`config.mk`:
```
export PLATFORM = sky130hd
export DESIGN_NAME = payload_parser_flat
export DESIGN_NICKNAME = d
export VERILOG_FILES = /design/src/rtl/payload_parser_pkg.sv /design/src/rtl/payload_parser_if.sv /design/src/rtl/payload_parser.sv /design/src/flat_wrapper.sv
export SDC_FILE = /design/constraint.sdc
export NUM_CORES = 1
export LEC_CHECK = 0
export ABC_AREA = 1
export ABC_CLOCK_PERIOD_IN_PS = 3600
export CORE_MARGIN = 2
export CORE_UTILIZATION = 52
export DETAILED_ROUTE_END_ITERATION = 6
export PLACE_DENSITY_LB_ADDON = 0.25
export SYNTH_ARGS = -nofsm -noshare
export SYNTH_HDL_FRONTEND = slang
export SYNTH_SLANG_ARGS = --single-unit
```
`constraint.sdc`:
```
create_clock -name clk -period 3.6 [get_ports clk]
set_input_delay 0.54 -clock clk [delete_from_list [all_inputs] [get_ports clk]]
set_output_delay 0.54 -clock clk [all_outputs]
set_load 0.05 [all_outputs]
```
`src/rtl/payload_parser_pkg.sv`:
```
// Shared layout constants and state encoding for the fixed 39-byte order payload.
package payload_pkg;

   localparam int unsigned MSG_LEN     = 39;
   localparam int unsigned OFF_EXEC    = 0;
   localparam int unsigned OFF_UD      = 1;
   localparam int unsigned OFF_SYMTYPE = 9;
   localparam int unsigned OFF_SYM     = 10;
   localparam int unsigned OFF_PRICE   = 30;
   localparam int unsigned OFF_QTY     = 34;
   localparam int unsigned OFF_SIDE    = 36;
   localparam int unsigned OFF_ORD     = 37;
   localparam int unsigned OFF_TIF     = 38;

   localparam int unsigned SYM_BYTES   = 20;
   localparam int unsigned PRICE_BYTES = 4;
   localparam int unsigned QTY_BYTES   = 2;
   localparam int unsigned SYM_W       = 8 * SYM_BYTES;
   localparam int unsigned PRICE_W     = 8 * PRICE_BYTES;
   localparam int unsigned QTY_W       = 8 * QTY_BYTES;

   localparam logic [5:0] LAST_IDX = 6'(MSG_LEN - 1);

   typedef enum logic [1:0] {
      ST_IDLE,
      ST_RECV,
      ST_DROP
   } state_e;

endpackage

```
`src/rtl/payload_parser_if.sv`:
```
// Byte-stream input bus of the payload parser.
interface payload_parser_if;
   logic       s_valid;
   logic [7:0] s_data;
   logic       s_sop;
   logic       s_eop;
   logic       s_ready;

   modport master (output s_valid, s_data, s_sop, s_eop, input s_ready);
   modport slave  (input s_valid, s_data, s_sop, s_eop, output s_ready);
endinterface

```
`src/rtl/payload_parser.sv`:
```
// Decodes a fixed 39-byte message into registered fields; flags short, long and aborted messages.
module payload_parser
   import payload_pkg::*;
(
   input  logic                clk,
   input  logic                resetn,
   payload_parser_if.slave     s,
   output logic                fields_valid,
   output logic                len_err,
   output logic [7:0]          ExecType_o,
   output logic [7:0]          user_define0_o,
   output logic [7:0]          user_define1_o,
   output logic [7:0]          user_define2_o,
   output logic [7:0]          user_define3_o,
   output logic [7:0]          user_define4_o,
   output logic [7:0]          user_define5_o,
   output logic [7:0]          user_define6_o,
   output logic [7:0]          user_define7_o,
   output logic [7:0]          symbol_type_o,
   output logic [SYM_W-1:0]    sym_o,
   output logic [PRICE_W-1:0]  price_o,
   output logic [QTY_W-1:0]    qty_o,
   output logic [7:0]          side_o,
   output logic [7:0]          OrdType_o,
   output logic [7:0]          TimeInForce_o
);

   state_e     state_q;
   logic [5:0] idx_q;
   logic [7:0] msg_q [MSG_LEN];
   logic       fields_valid_q;
   logic       len_err_q;

   logic       wr_en_d;
   logic [5:0] wr_idx_d;

   assign s.s_ready    = 1'b1;
   assign fields_valid = fields_valid_q;
   assign len_err      = len_err_q;

   // A start-of-packet byte always lands at offset 0, whatever state we are in.
   always_comb begin
      wr_en_d  = 1'b0;
      wr_idx_d = '0;
      if (s.s_valid) begin
         if (state_q == ST_RECV) begin
            wr_en_d  = 1'b1;
            wr_idx_d = s.s_sop ? '0 : idx_q;
         end else begin
            wr_en_d  = s.s_sop;
         end
      end
   end

   always_ff @(posedge clk) begin
      if (!resetn) begin
         state_q        <= ST_IDLE;
         idx_q          <= '0;
         fields_valid_q <= 1'b0;
         len_err_q      <= 1'b0;
         for (int unsigned i = 0; i < MSG_LEN; i++) msg_q[i] <= '0;
      end else begin
         fields_valid_q <= 1'b0;
         len_err_q      <= 1'b0;
         if (wr_en_d) msg_q[wr_idx_d] <= s.s_data;
         if (s.s_valid) begin
            unique case (state_q)
               ST_IDLE, ST_DROP: begin
                  if (s.s_sop) begin
                     if (s.s_eop) begin
                        len_err_q <= 1'b1;
                        state_q   <= ST_IDLE;
                        idx_q     <= '0;
                     end else begin
                        state_q   <= ST_RECV;
                        idx_q     <= 6'd1;
                     end
                  end else if (state_q == ST_DROP && s.s_eop) begin
                     state_q <= ST_IDLE;
                  end
               end
               ST_RECV: begin
                  if (s.s_sop) begin
                     // Abort the message in flight; this byte restarts at offset 0.
                     len_err_q <= 1'b1;
                     if (s.s_eop) begin
                        state_q <= ST_IDLE;
                        idx_q   <= '0;
                     end else begin
                        idx_q   <= 6'd1;
                     end
                  end else if (s.s_eop) begin
                     state_q <= ST_IDLE;
                     idx_q   <= '0;
                     if (idx_q == LAST_IDX) fields_valid_q <= 1'b1;
                     else                   len_err_q      <= 1'b1;
                  end else if (idx_q == LAST_IDX) begin
                     len_err_q <= 1'b1;
                     state_q   <= ST_DROP;
                     idx_q     <= '0;
                  end else begin
                     idx_q <= idx_q + 6'd1;
                  end
               end
               default: begin
                  state_q <= ST_IDLE;
                  idx_q   <= '0;
               end
            endcase
         end
      end
   end

   always_comb begin
      ExecType_o     = msg_q[OFF_EXEC];
      user_define0_o = msg_q[OFF_UD + 0];
      user_define1_o = msg_q[OFF_UD + 1];
      user_define2_o = msg_q[OFF_UD + 2];
      user_define3_o = msg_q[OFF_UD + 3];
      user_define4_o = msg_q[OFF_UD + 4];
      user_define5_o = msg_q[OFF_UD + 5];
      user_define6_o = msg_q[OFF_UD + 6];
      user_define7_o = msg_q[OFF_UD + 7];
      symbol_type_o  = msg_q[OFF_SYMTYPE];
      side_o         = msg_q[OFF_SIDE];
      OrdType_o      = msg_q[OFF_ORD];
      TimeInForce_o  = msg_q[OFF_TIF];
      sym_o          = '0;
      price_o        = '0;
      qty_o          = '0;
      // Big-endian: lowest offset fills the most significant byte.
      for (int unsigned k = 0; k < SYM_BYTES; k++)
         sym_o[SYM_W - 1 - 8 * k -: 8] = msg_q[OFF_SYM + k];
      for (int unsigned k = 0; k < PRICE_BYTES; k++)
         price_o[PRICE_W - 1 - 8 * k -: 8] = msg_q[OFF_PRICE + k];
      for (int unsigned k = 0; k < QTY_BYTES; k++)
         qty_o[QTY_W - 1 - 8 * k -: 8] = msg_q[OFF_QTY + k];
   end

endmodule

```
`src/flat_wrapper.sv`:
```
// flat-port wrapper written by rule: the top's interface ports become plain ports
module payload_parser_flat import payload_pkg::*;
  (clk, resetn, fields_valid, len_err, ExecType_o, user_define0_o, user_define1_o, user_define2_o, user_define3_o, user_define4_o, user_define5_o, user_define6_o, user_define7_o, symbol_type_o, sym_o, price_o, qty_o, side_o, OrdType_o, TimeInForce_o, s_s_valid, s_s_data, s_s_sop, s_s_eop, s_s_ready);
  payload_parser_if s_i ();
  input  logic clk;
  input  logic resetn;
  output logic fields_valid;
  output logic len_err;
  output logic [7:0] ExecType_o;
  output logic [7:0] user_define0_o;
  output logic [7:0] user_define1_o;
  output logic [7:0] user_define2_o;
  output logic [7:0] user_define3_o;
  output logic [7:0] user_define4_o;
  output logic [7:0] user_define5_o;
  output logic [7:0] user_define6_o;
  output logic [7:0] user_define7_o;
  output logic [7:0] symbol_type_o;
  output logic [SYM_W-1:0] sym_o;
  output logic [PRICE_W-1:0] price_o;
  output logic [QTY_W-1:0] qty_o;
  output logic [7:0] side_o;
  output logic [7:0] OrdType_o;
  output logic [7:0] TimeInForce_o;
  input wire logic [$bits(s_i.s_valid)-1:0] s_s_valid;
  input wire logic [$bits(s_i.s_data)-1:0] s_s_data;
  input wire logic [$bits(s_i.s_sop)-1:0] s_s_sop;
  input wire logic [$bits(s_i.s_eop)-1:0] s_s_eop;
  output wire logic [$bits(s_i.s_ready)-1:0] s_s_ready;
  assign s_i.s_valid = s_s_valid;
  assign s_i.s_data = s_s_data;
  assign s_i.s_sop = s_s_sop;
  assign s_i.s_eop = s_s_eop;
  assign s_s_ready = s_i.s_ready;
  payload_parser u_core (.clk(clk), .resetn(resetn), .s(s_i), .fields_valid(fields_valid), .len_err(len_err), .ExecType_o(ExecType_o), .user_define0_o(user_define0_o), .user_define1_o(user_define1_o), .user_define2_o(user_define2_o), .user_define3_o(user_define3_o), .user_define4_o(user_define4_o), .user_define5_o(user_define5_o), .user_define6_o(user_define6_o), .user_define7_o(user_define7_o), .symbol_type_o(symbol_type_o), .sym_o(sym_o), .price_o(price_o), .qty_o(qty_o), .side_o(side_o), .OrdType_o(OrdType_o), .TimeInForce_o(TimeInForce_o));
endmodule
```
## Word-level counts from Yosys, hierarchy flattened

Memories as Yosys holds them, arrays and structs flattened.
Index checks and enable logic that the tools add are counted.

| word-level totals | value |
|---|---|
| flip-flop bits (word level) | 10 |
| latch bits | 0 |
| RAM bits | 312 |
| memory bits (read-only) | 0 |
| input bits | 13 |
| output and inout port bits | 315 |
| word-level logic and storage cells | 58 |
| memories | 1 |

Memory list:

| memory | words | width | rd ports | clocked after Yosys merged registers in | wr ports | line | text |
|---|---|---|---|---|---|---|---|
| u_core.msg_q | 39 | 8 | 39 | 0 | 39 | payload_parser.sv:30 | `logic [7:0] msg_q [MSG_LEN];` |

| operators by class | value |
|---|---|
| $add $sub $neg | 1 |
| multipliers | 0 |
| divide/modulo/power cells | 0 |
| $lt $le $gt $ge | 0 |
| eq/ne operators | 7 |
| shift operators | 0 |
| mux-type cells | 33 |
| bitwise gates (word level) | 4 |
| reduce and logical (&&, ||, !) cells | 8 |

Operators with widths:

| kind | number |
|---|---|
| two-way mux 6 bit | 8 |
| two-way mux 1 bit | 15 |
| two-way mux 2 bit | 6 |
| one-hot mux 6 bit (2 select lines) | 1 |
| two-way mux 8 bit | 1 |
| OR reduction 8 bit | 1 |
| adder 6 x 1 -> 6 bit, second input constant | 1 |
| equality test 6 bit, second input constant | 1 |
| inequality test 3 bit, second input constant | 2 |
| OR reduction 5 bit | 1 |
| inverter 1 bit | 4 |
| one-hot mux 2 bit (2 select lines) | 1 |
| AND reduction 2 bit | 2 |
| AND reduction 4 bit | 1 |
| inequality test 3 x 2 -> 1 bit, second input constant | 1 |
| equality test 2 x 1 -> 1 bit, second input constant | 1 |
| equality test 2 bit, second input constant | 1 |
| zero test 2 bit | 1 |
| inequality test 2 bit, second input constant | 1 |
| one-hot mux 1 bit (2 select lines) | 1 |
| OR reduction 2 bit | 1 |
| logical AND 1 bit | 1 |

## Logic depth before layout (Yosys ltp)

Gate-level depths: netlist of run 1.

| logic depth | value |
|---|---|
| depth after elaboration | 8 |
| depth in mapped cells | 10 |
| mapped depth without buffers | 10 |

## Worst setup path before layout of run 1

Ideal clock, no wire load.

| timing | value |
|---|---|
| path type | input port to flip-flop |
| from | input port s_s_valid |
| to | memory u_core.msg_q[0][0] (enable) |
| library setup time | 0.384 ns |
| data arrival time | 1.929 ns |
| required time | 3.216 ns |
| setup slack | 1.287 ns |
| cell stages on the path | 7 |
| path buffers | 2 |
| cell sequence | buf_6 > nand2_2 > inv_1 > o21ai_0 > nand2_1 > buf_4 > o21ai_0 |

RTL lines:

| what | line | text |
|---|---|---|
| from (decl) | flat_wrapper.sv:25 | `input wire logic [$bits(s_i.s_valid)-1:0] s_s_valid;` |
| to (decl) | payload_parser.sv:30 |  |

==> run_results.csv, run 1 <==
group,metric,value,unit
setup_path,cpLargestDelayFamily,"simple AND/OR/NAND/NOR gates",
timing,slew-limit-headroom,28.5,%
setup_path,crit_arrival,2.83,ns
timing,finalSetupTns,0,ns
placement,dp_hpwl,22300,um
clock_network,cts_resized,0,
grt,antenna_found_initial,0,
clock_network,cts_tree,"done",
grt,track_usage,27.7,%
logic_synthesis,avgSynthCellArea,13.5,um^2
pwr,peakVddDrop,0.391,mV
layout,final_nets,1248,
flow_run,cap_violations,0,
pwr,power_density,518,nW/um^2
setup_path,critPathMaxStageDelay,0.69,ns
layout,utilization,73.8,%
timing,period_minus_slack,2.66,ns
clock_network,clock_latency,0.51,ns
layout,antenna-diode-count,0,
setup_path,crit_chain,"clkdlybuf4s50_1 > nand2_1 > a21oi_4 > inv_2 > nor2_2 > nand2_2 > nand2_1",
grt,grt_max_degree,48,
grt,gr-total-overflow,0,
logic_synthesis,synthesis.area,12100,um^2
logic_synthesis,synthMuxAreaShare,0,%
timing,finalSetupViolations,0,
worst_hold_path,hold_path.class,"input pin to register",
clock_network,clockBufferDepth,3,
setup_path,r2r_start,"u_core.state_q[0]",
logic_synthesis,yosys_warnings,0,
clock_network,cts_setup_buffers,0,
logic_synthesis,ys.flop_type,"edfxtp_1",
drt,firstDrtPassIters,5,
drt,finalWirelength,34300,um
drt,drtAntennaViolNets,0,
timing,drv_slew,0,
setup_path,cp_max_fo,10,
layout,final_common_cell,"clkdlybuf4s50_1",
logic_synthesis,netlist_top_cells_area,"edfxtp_1 (77%), nor2_1 (8.4%), nor3_1 (2.4%)",
timing,worstMarginPinSlew,1.07,ns
drt,vias,8356,
layout,fillCellCount,1503,
timing,rsz0062_at_grt,"false",
clock_network,cts_hold_buf,0,
worst_hold_path,hp-start,"resetn",
pwr,leakage,6.39,nW
logic_synthesis,synthDistinctLibCells,28,
grt,grt_pass1_wl,49700,um
clock_network,path_clk_slew,0.06,ns
logic_synthesis,yosysSeqAreaShare,78.8,%
clock_network,cts_inserted_buffers,34,
setup_path,crit_start,"s_s_valid",
layout,area_growth_syn_to_layout,38.5,%
logic_synthesis,synth_top_area_share,77.2,%
die,coreArea,22800,um^2
drt,drt_iter0_markers,716,
logic_synthesis,synth_edf_count,312,
outcome,status,"finished, final reports clean",
drt,wl_per_cell,21.8,um
die,row_count,55,
logic_synthesis,synth_nets,916,
timing,fmax,376,MHz
logic_synthesis,synth-xor-area-share,0.0722,%
timing,hold_viol_final,0,
logic_synthesis,synth_fa_ha_area_share,0.309,%
die,die_area,24600,um^2
logic_synthesis,synthArstFlopShare,0,%
grt,grt_pass1_vias,8225,
setup_path,r2r_slack,1.02,ns
clock_network,numClockSinks,322,
setup_path,cp.buffers_inverters,2,
die,pin_count,328,
placement,io_buffers,326,
drt,drc,0,
die,die_h,157,um
logic_synthesis,synth_compound_area_share,0.979,%
die,start_util,53.3,%
logic_synthesis,synth_area_leader_cell,"edfxtp_1",
clock_network,htreeDepth,2,
setup_path,cp_slowest_cell,"clkdlybuf4s50_1",
die,die_w,157,um
timing,skew,0.0132,ns
logic_synthesis,synth_cells,900,
placement,gp_congestion,0.894,
logic_synthesis,synth_top_family_by_area,"simple AND/OR/NAND/NOR gates",
setup_path,crit_path_start_kind,"input pin",
clock_network,cts-root-buf,"clkbuf_16",
layout,final_cell_mix,"clkdlybuf4s50_1 (325), edfxtp_1 (312), nor2_1 (271)",
timing,fin_crit_sh,73.8,%
setup_path,criticalPathCategory,"input pin to register",
logic_synthesis,synth-simple-area-share,16.7,%
setup_path,cp.required,3.77,ns
setup_path,critical_path.endpoint_type,"register",
layout,drive_gt1_share,10.5,%
logic_synthesis,synth-seq-cells,322,
drt,vias_per_cell,5.32,
setup_path,crit_top_cell,"nand2_1",
==> power by group <==
part           total (W)  internal [W]  switching, W
Combinational   0.000950      0.000238      0.000711
Clock            0.00348       0.00207       0.00141
Sequential       0.00428       0.00422     0.0000537
==> area by class of cell <==
cell class	instances	area [um^2]	share of cell area [%]
multi-input combinational	487	2190	13.1
sequential	322	9570	56.9
clock buffer	43	906	5.39
tap	313	392	2.33
timing repair buffer	345	3400	20.2
inverter	42	158	0.938
clock inverter	18	191	1.14
==> kinds of logic (layout without fill, tap and decap cells) <==
family / Yosys count / in the layout
compound gates: 20 / 20
other cells: 1 / 1
flops: 322 / 322
buf+inv: 91 / 448
xor+xnor: 1 / 1
simple gates: 462 / 462
fa+ha+maj: 3 / 3
==> Yosys cell counts (3+ instances only) <==
| library cell | count |
|---|---|
| edfxtp_1 | 312 |
| nor2_1 | 271 |
| nand2_1 | 64 |
| nor3_1 | 57 |
| clkbuf_1 | 37 |
| inv_1 | 35 |
| nand2_2 | 34 |
| o21ai_0 | 13 |
| nand3_1 | 12 |
| dfxtp_1 | 10 |
| nor2_2 | 9 |
| buf_2 | 8 |
| inv_2 | 6 |
| nand4_1 | 5 |
| a21oi_1 | 4 |
| ha_1 | 3 |
| nand2_4 | 3 |
| nor2_4 | 3 |
==> layer usage <==
layer / track usage, % / wire length, um / up-vias
met4: 9.96 / 1050 / 0
met2: 46.7 / 17000 / 542
met3: 7.48 / 3760 / 79
met5: 0 / 0 / -
li1: - / - / 3759
met1: 34.6 / 12500 / 3976
==> tightest hold or removal path: stages <==
cell and delay [ns]:
buf_2 0.09, nand2_1 0.10, o32ai_1 0.15
==> metrics by stage <==
stage | cell area [um^2] | power (W) | cells | setup WS (ns) | hold WS (ns)
global route | 16800 | 0.00890 | 1570 | 0.806 | 0.453
CTS | 16800 | 0.00873 | 1570 | 0.979 | 0.410
floorplan | 12100 | 0.00495 | 900 | 1.29 | 0.484
global placement | 15700 | 0.00530 | 1509 | 0.526 | 0.513
finish | 16800 | 0.00871 | 1570 | 0.942 | 0.433
detailed placement | 15700 | 0.00531 | 1509 | 0.449 | 0.521
==> path summary, 6_finish.rpt <==
kind                                       endpoint  cells past startpoint
worst max-delay path            u_core.msg_q[18][5]                      7
worst min-delay path                 u_core.len_err                      3
worst max register to register  u_core.msg_q[18][5]                      6
worst min register to register    u_core.state_q[1]                      2
==> registers in the layout, indices dropped and copies added (netlist names) <==
register,cells
u_core.fields_valid,1
u_core.idx_q,6
u_core.len_err,1
u_core.msg_q,312
u_core.state_q,2
Power figures use the tool's default switching activity.
==> run 2, diff against run 1 <==
- ABC_CLOCK_PERIOD_IN_PS: 3600 -> 2400
- CORE_UTILIZATION: 52 -> 44
- clock period: 3.6 -> 2.4 ns (I/O delays scaled with it)
==> run 2 against run 1 <==
Sequential cell count did not move. Clock skew barely moved. First-iteration DRC count rose by 12%. Die area rose by 18%. Register-to-register slack got worse by 0.56 ns. Critical path type is now register to primary output.
==> run_results.csv, run 2 (same netlist as run 1, synthesis figures left out) <==
group,metric,value,unit
timing,rsz0062_at_grt,"false",
grt,grt_pass1_wl,51100,um
die,coreArea,27000,um^2
grt,grt_pass1_vias,8615,
setup_path,critPathMaxStageDelay,0.85,ns
clock_network,cts_inserted_buffers,34,
timing,skew,0.0135,ns
die,die_area,28900,um^2
drt,wl_per_cell,20.4,um
setup_path,critical_path.endpoint_type,"primary output",
worst_hold_path,hp-start,"resetn",
setup_path,cp_max_fo,1,
pwr,power_density,717,nW/um^2
pwr,swShare,25.5,%
layout,final_cell_mix,"clkdlybuf4s50_1 (325), edfxtp_1 (312), nor2_1 (271)",
setup_path,cp.required,2.04,ns
setup_path,crit_path_start_kind,"register",
clock_network,clockBufferDepth,3,
clock_network,clock_latency,0.51,ns
die,die_w,170,um
layout,area_growth_syn_to_layout,47.1,%
pwr,clockPowerShare,37.8,%
setup_path,cp.buffers_inverters,1,
layout,final_nets,1347,
die,row_count,60,
worst_hold_path,hold_path.class,"input pin to register",
placement,io_buffers,326,
grt,gr-total-overflow,0,
placement,dp_cells,1636,
clock_network,cts-root-buf,"clkbuf_16",
clock_network,cts_tree,"done",
pwr,power_switching,0.00327,W
timing,finalSetupViolations,0,
placement,gp_congestion,0.813,
pwr,p_seq_share,50.0,%
drt,finalWirelength,34600,um
clock_network,htreeDepth,2,
timing,period_minus_slack,2.09,ns
setup_path,cp_slowest_cell,"clkdlybuf4s50_1",
placement,dp_hpwl,23500,um
layout,final_common_cell,"clkdlybuf4s50_1",
clock_network,cts_hold_buf,0,
setup_path,r2r-end,"u_core.msg_q[5][5]",
timing,fmax,479,MHz
drt,firstDrtPassIters,5,
setup_path,r2r_slack,0.46,ns
pwr,comb_power_share,12.2,%
setup_path,crit_arrival,1.73,ns
clock_network,cts_setup_buffers,0,
grt,track_usage,23.9,%
setup_path,r2r_cells,7,
setup_path,cpLargestDelayFamily,"buffers and inverters",
setup_path,crit_start,"u_core.msg_q[6][1]",
outcome,status,"finished, final reports clean",
die,die_h,170,um
clock_network,path_clk_slew,0.06,ns
layout,stdcell_count,1698,
die,start_util,44.9,%
layout,regArea,9570,um^2
drt,drt_iter0_markers,801,
pwr,p_int,0.00954,W
grt,antenna_found_initial,0,
timing,drv_slew,0,
layout,top_register,"u_core.msg_q",
clock_network,numClockSinks,322,
pwr,peakVddDrop,0.602,mV
layout,antenna-diode-count,0,
timing,finalSetupTns,0,ns
timing,worstMarginPinSlew,0.748,ns
grt,grt_max_degree,48,
layout,top_regs,"u_core.msg_q x312, u_core.idx_q x6, u_core.state_q x2",
drt,vias_per_cell,5.08,
setup_path,cp-endpoint,"user_define5_o[1]",
layout,largest_reg_flops,312,
timing,slew-limit-headroom,49.8,%
setup_path,r2r_start,"u_core.state_q[0]",
drt,drtAntennaViolNets,0,
drt,vias,8625,
layout,drive_gt1_share,17.2,%
drt,drc,0,
die,pin_count,328,
pwr,leakage,6.93,nW
layout,multi_input_area,2190,um^2
setup_path,criticalPathCategory,"register to primary output",
setup_path,cp.depth,1,
timing,hold_viol_final,0,
layout,utilization,66.1,%
setup_path,crit_chain,"clkdlybuf4s50_1",
timing,fin_crit_sh,87.0,%
layout,fillCellCount,1992,
clock_network,cts_resized,0,
flow_run,cap_violations,0,
==> run 2: power by group through the flow <==
stage / registers (W) / clock network [W] / logic [W]
after floorplan: 0.00720 / 0 / 0.000222
after global placement: 0.00652 / 0 / 0.00155
after detailed placement: 0.00652 / 0 / 0.00157
after CTS: 0.00640 / 0.00494 / 0.00157
after global routing: 0.00642 / 0.00514 / 0.00161
final: 0.00640 / 0.00484 / 0.00156
==> run 2: worst min path at each step <==
stage | cells after the start | endpoint
CTS | 3 | u_core.len_err
global placement | 2 | u_core.state_q[1]
global route | 3 | u_core.len_err
floorplan | 2 | u_core.state_q[1]
finish | 3 | u_core.len_err
detailed placement | 2 | u_core.state_q[1]
==> run 2: stage by stage <==
stage | hold WS (ns) | setup WS, ns | total power (W) | area (um^2)
after floorplan | 0.484 | 0.267 | 0.00742 | 12100
after global placement | 0.510 | -0.0530 | 0.00807 | 16800
after detailed placement | 0.516 | -0.0908 | 0.00809 | 16800
after CTS | 0.224 | 0.275 | 0.0129 | 17900
after global routing | 0.250 | 0.226 | 0.0132 | 17900
final | 0.245 | 0.312 | 0.0128 | 17900
==> run 2: area by class of cell <==
cell class	count	share of cell area [%]
inverters	42	0.883
clock inverters	20	0.820
multi-input cells	487	12.3
well taps	341	2.39
repair buffers	444	25.1
flip-flops and latches	322	53.6
clock buffers	42	4.93
==> run 2: metal layers <==
| layer | global-route usage, % | part of all wire (%) |
|---|---|---|
| met1 | 30.1 | 39 |
| met2 | 39.3 | 48 |
| met4 | 9.07 | 3.7 |
| met5 | 0 | 0 |
| met3 | 6.93 | 9.2 |
==> run 3, diff against run 2 <==
- CORE_ASPECT_RATIO: not set -> 1.1
- CTS_CLUSTER_SIZE: not set -> 20
- SETUP_SLACK_MARGIN: not set -> 0.3
==> run 3 against run 2 <==
Non-clock buffer count is 11 higher. Die area hardly changed. Sequential power about the same. Clock skew about the same. Setup slack worse by 0.014 ns. Hold slack worse by 0.083 ns. Sequential cell count is the same. Cell area rose by 1.2%. Power decreased by 0.83%. Utilization up 0.78 points. Combinational power is 3% lower. Via count is 0.46% lower. Critical path type unchanged. Critical endpoint is now qty_o[6].
==> run_results.csv, run 3 (same netlist as run 1, synthesis figures left out) <==
group,metric,value,unit
outcome,status,"finished, final reports clean",
layout,largest_reg_flops,312,
placement,gp_congestion,0.779,
placement,dp_hpwl,23800,um
die,row_count,63,
pwr,peakVddDrop,0.598,mV
layout,drive_gt1_share,18.5,%
die,pin_count,328,
layout,final_cell_mix,"edfxtp_1 (312), nor2_1 (271), clkdlybuf4s50_1 (128)",
flow_run,cap_violations,0,
grt,track_usage,23.2,%
drt,finalWirelength,34500,um
setup_path,critical_path.endpoint_type,"primary output",
pwr,power,0.0127,W
timing,period_minus_slack,2.10,ns
setup_path,cpLargestDelayFamily,"buffers and inverters",
pwr,power_density,703,nW/um^2
clock_network,cts_tree,"done",
clock_network,cts_setup_buffers,0,
timing,slew-limit-headroom,57.1,%
clock_network,cts_inserted_buffers,31,
grt,top_usage_layer,"met2",
layout,top_regs,"u_core.msg_q x312, u_core.idx_q x6, u_core.state_q x2",
layout,stdcell_count,1721,
timing,worst_hold_slack,0.162,ns
grt,use_met1,29.0,%
grt,grt_max_degree,48,
drt,firstDrtPassIters,4,
timing,fin_ws,0.298,ns
setup_path,crit_chain,"clkdlybuf4s50_1",
setup_path,crit_path_start_kind,"register",
placement,dp_cells,1663,
setup_path,critPathMaxStageDelay,0.83,ns
clock_network,path_clk_slew,0.07,ns
layout,fillCellCount,1960,
pwr,leakage,8.44,nW
grt,grt_pass1_vias,8267,
setup_path,crit_arrival,1.74,ns
layout,antenna-diode-count,0,
die,start_util,44.9,%
setup_path,cp_slowest_cell,"clkdlybuf4s50_1",
clock_network,cts-root-buf,"clkbuf_16",
placement,pre_cts_ws,-0.167,ns
layout,final_nets,1355,
setup_path,cp.buffers_inverters,1,
timing,finalSetupViolations,0,
drt,wl_per_cell,20.1,um
setup_path,criticalPathCategory,"register to primary output",
die,coreArea,27000,um^2
setup_path,cp_max_fo,1,
worst_hold_path,hold_path.class,"input pin to register",
drt,drt_iter0_markers,548,
timing,rsz0062_at_grt,"false",
grt,grt_pass1_wl,49800,um
layout,final_common_cell,"edfxtp_1",
clock_network,cts_hold_buf,0,
timing,fmax,476,MHz
layout,area_growth_syn_to_layout,48.9,%
setup_path,cp.required,2.04,ns
grt,gr-total-overflow,0,
die,die_h,178,um
timing,fin_crit_sh,87.6,%
clock_network,htreeDepth,1,
die,die_w,162,um
layout,multi_input_area,2200,um^2
placement,io_buffers,326,
timing,hold_viol_final,0,
drt,drtAntennaViolNets,0,
drt,vias,8585,
clock_network,clockBufferDepth,3,
grt,met3_usage,4.65,%
clock_network,numClockSinks,322,
layout,regArea,9570,um^2
grt,antenna_found_initial,0,
drt,vias_per_cell,4.99,
timing,drv_slew,0,
grt,grt_use_met2,40.8,%
timing,skew,0.0139,ns
drt,drc,0,
layout,top_register,"u_core.msg_q",
die,die_area,28900,um^2
timing,worstMarginPinSlew,0.643,ns
clock_network,clock_latency,0.57,ns
## run 3: cell count changes in the layout (fill, tap and decap cells not counted), moves of 4 or more
cell,change
clkinv_1,-4
buf_4,+10
clkbuf_1,-4
clkdlybuf4s50_1,-197
dlymetal6s2s_1,+98
inv_2,+4
dlygate4sd2_1,+99
## run 3: through the flow
stage          cell area (um^2)  utilization [%]  TNS, ns
2_1_floorplan             12100                -        0
3_3_place_gp              16900             62.7    -8.11
3_5_place_dp              16900             62.7   -13.66
4_1_cts                   17800             65.9        0
5_1_grt                   18100             66.9        0
6_report                  18100             66.9        0
## run 3: path summary, 6_finish.rpt
check / start / endpoint / slack (ns) / cells past startpoint
max: u_core.msg_q[35][6] / qty_o[6] / 0.30 / 1
min reg2reg: u_core.state_q[1] / u_core.state_q[1] / 0.52 / 2
max reg2reg: u_core.state_q[0] / u_core.msg_q[8][3] / 0.40 / 9
min: resetn / u_core.len_err / 0.16 / 3
## run 3: routing by layer
layer  vias to the layer above  wire (um)
met5                         -          0
met4                         0       1160
met3                        59       2650
met2                       364      17600
met1                      4197      13200
li1                       3965          -
## run 3: report_power, final
| group | switching [W] | internal (W) |
|---|---|---|
| combinational | 0.00110 | 0.000421 |
| clock | 0.00208 | 0.00270 |
| sequential | 0.0000678 | 0.00633 |
## run 3: area by class of cell
cell class / instances / share of cell area [%]
sequential: 322 / 52.9
timing repair buffer: 455 / 26.0
multi-input combinational: 487 / 12.2
clock buffer: 35 / 4.37
tap: 357 / 2.47
clock inverter: 23 / 1.14
inverter: 42 / 0.893
## run 3: worst register-to-register path: cells and delay by family (launching register included)
family | cells | cell delay, ns
AOI/OAI and AO/OA | 1 | 0.28
buffers and inverters | 4 | 0.62
DFF | 1 | 0.39
and+or+nand+nor | 4 | 0.41
## run 3: repair_timing
action	in CTS	in global routing
gates cloned	0	0
gates resized for setup	99	102
hold endpoints to repair	0	0
endpoints found under the setup margin	99	194
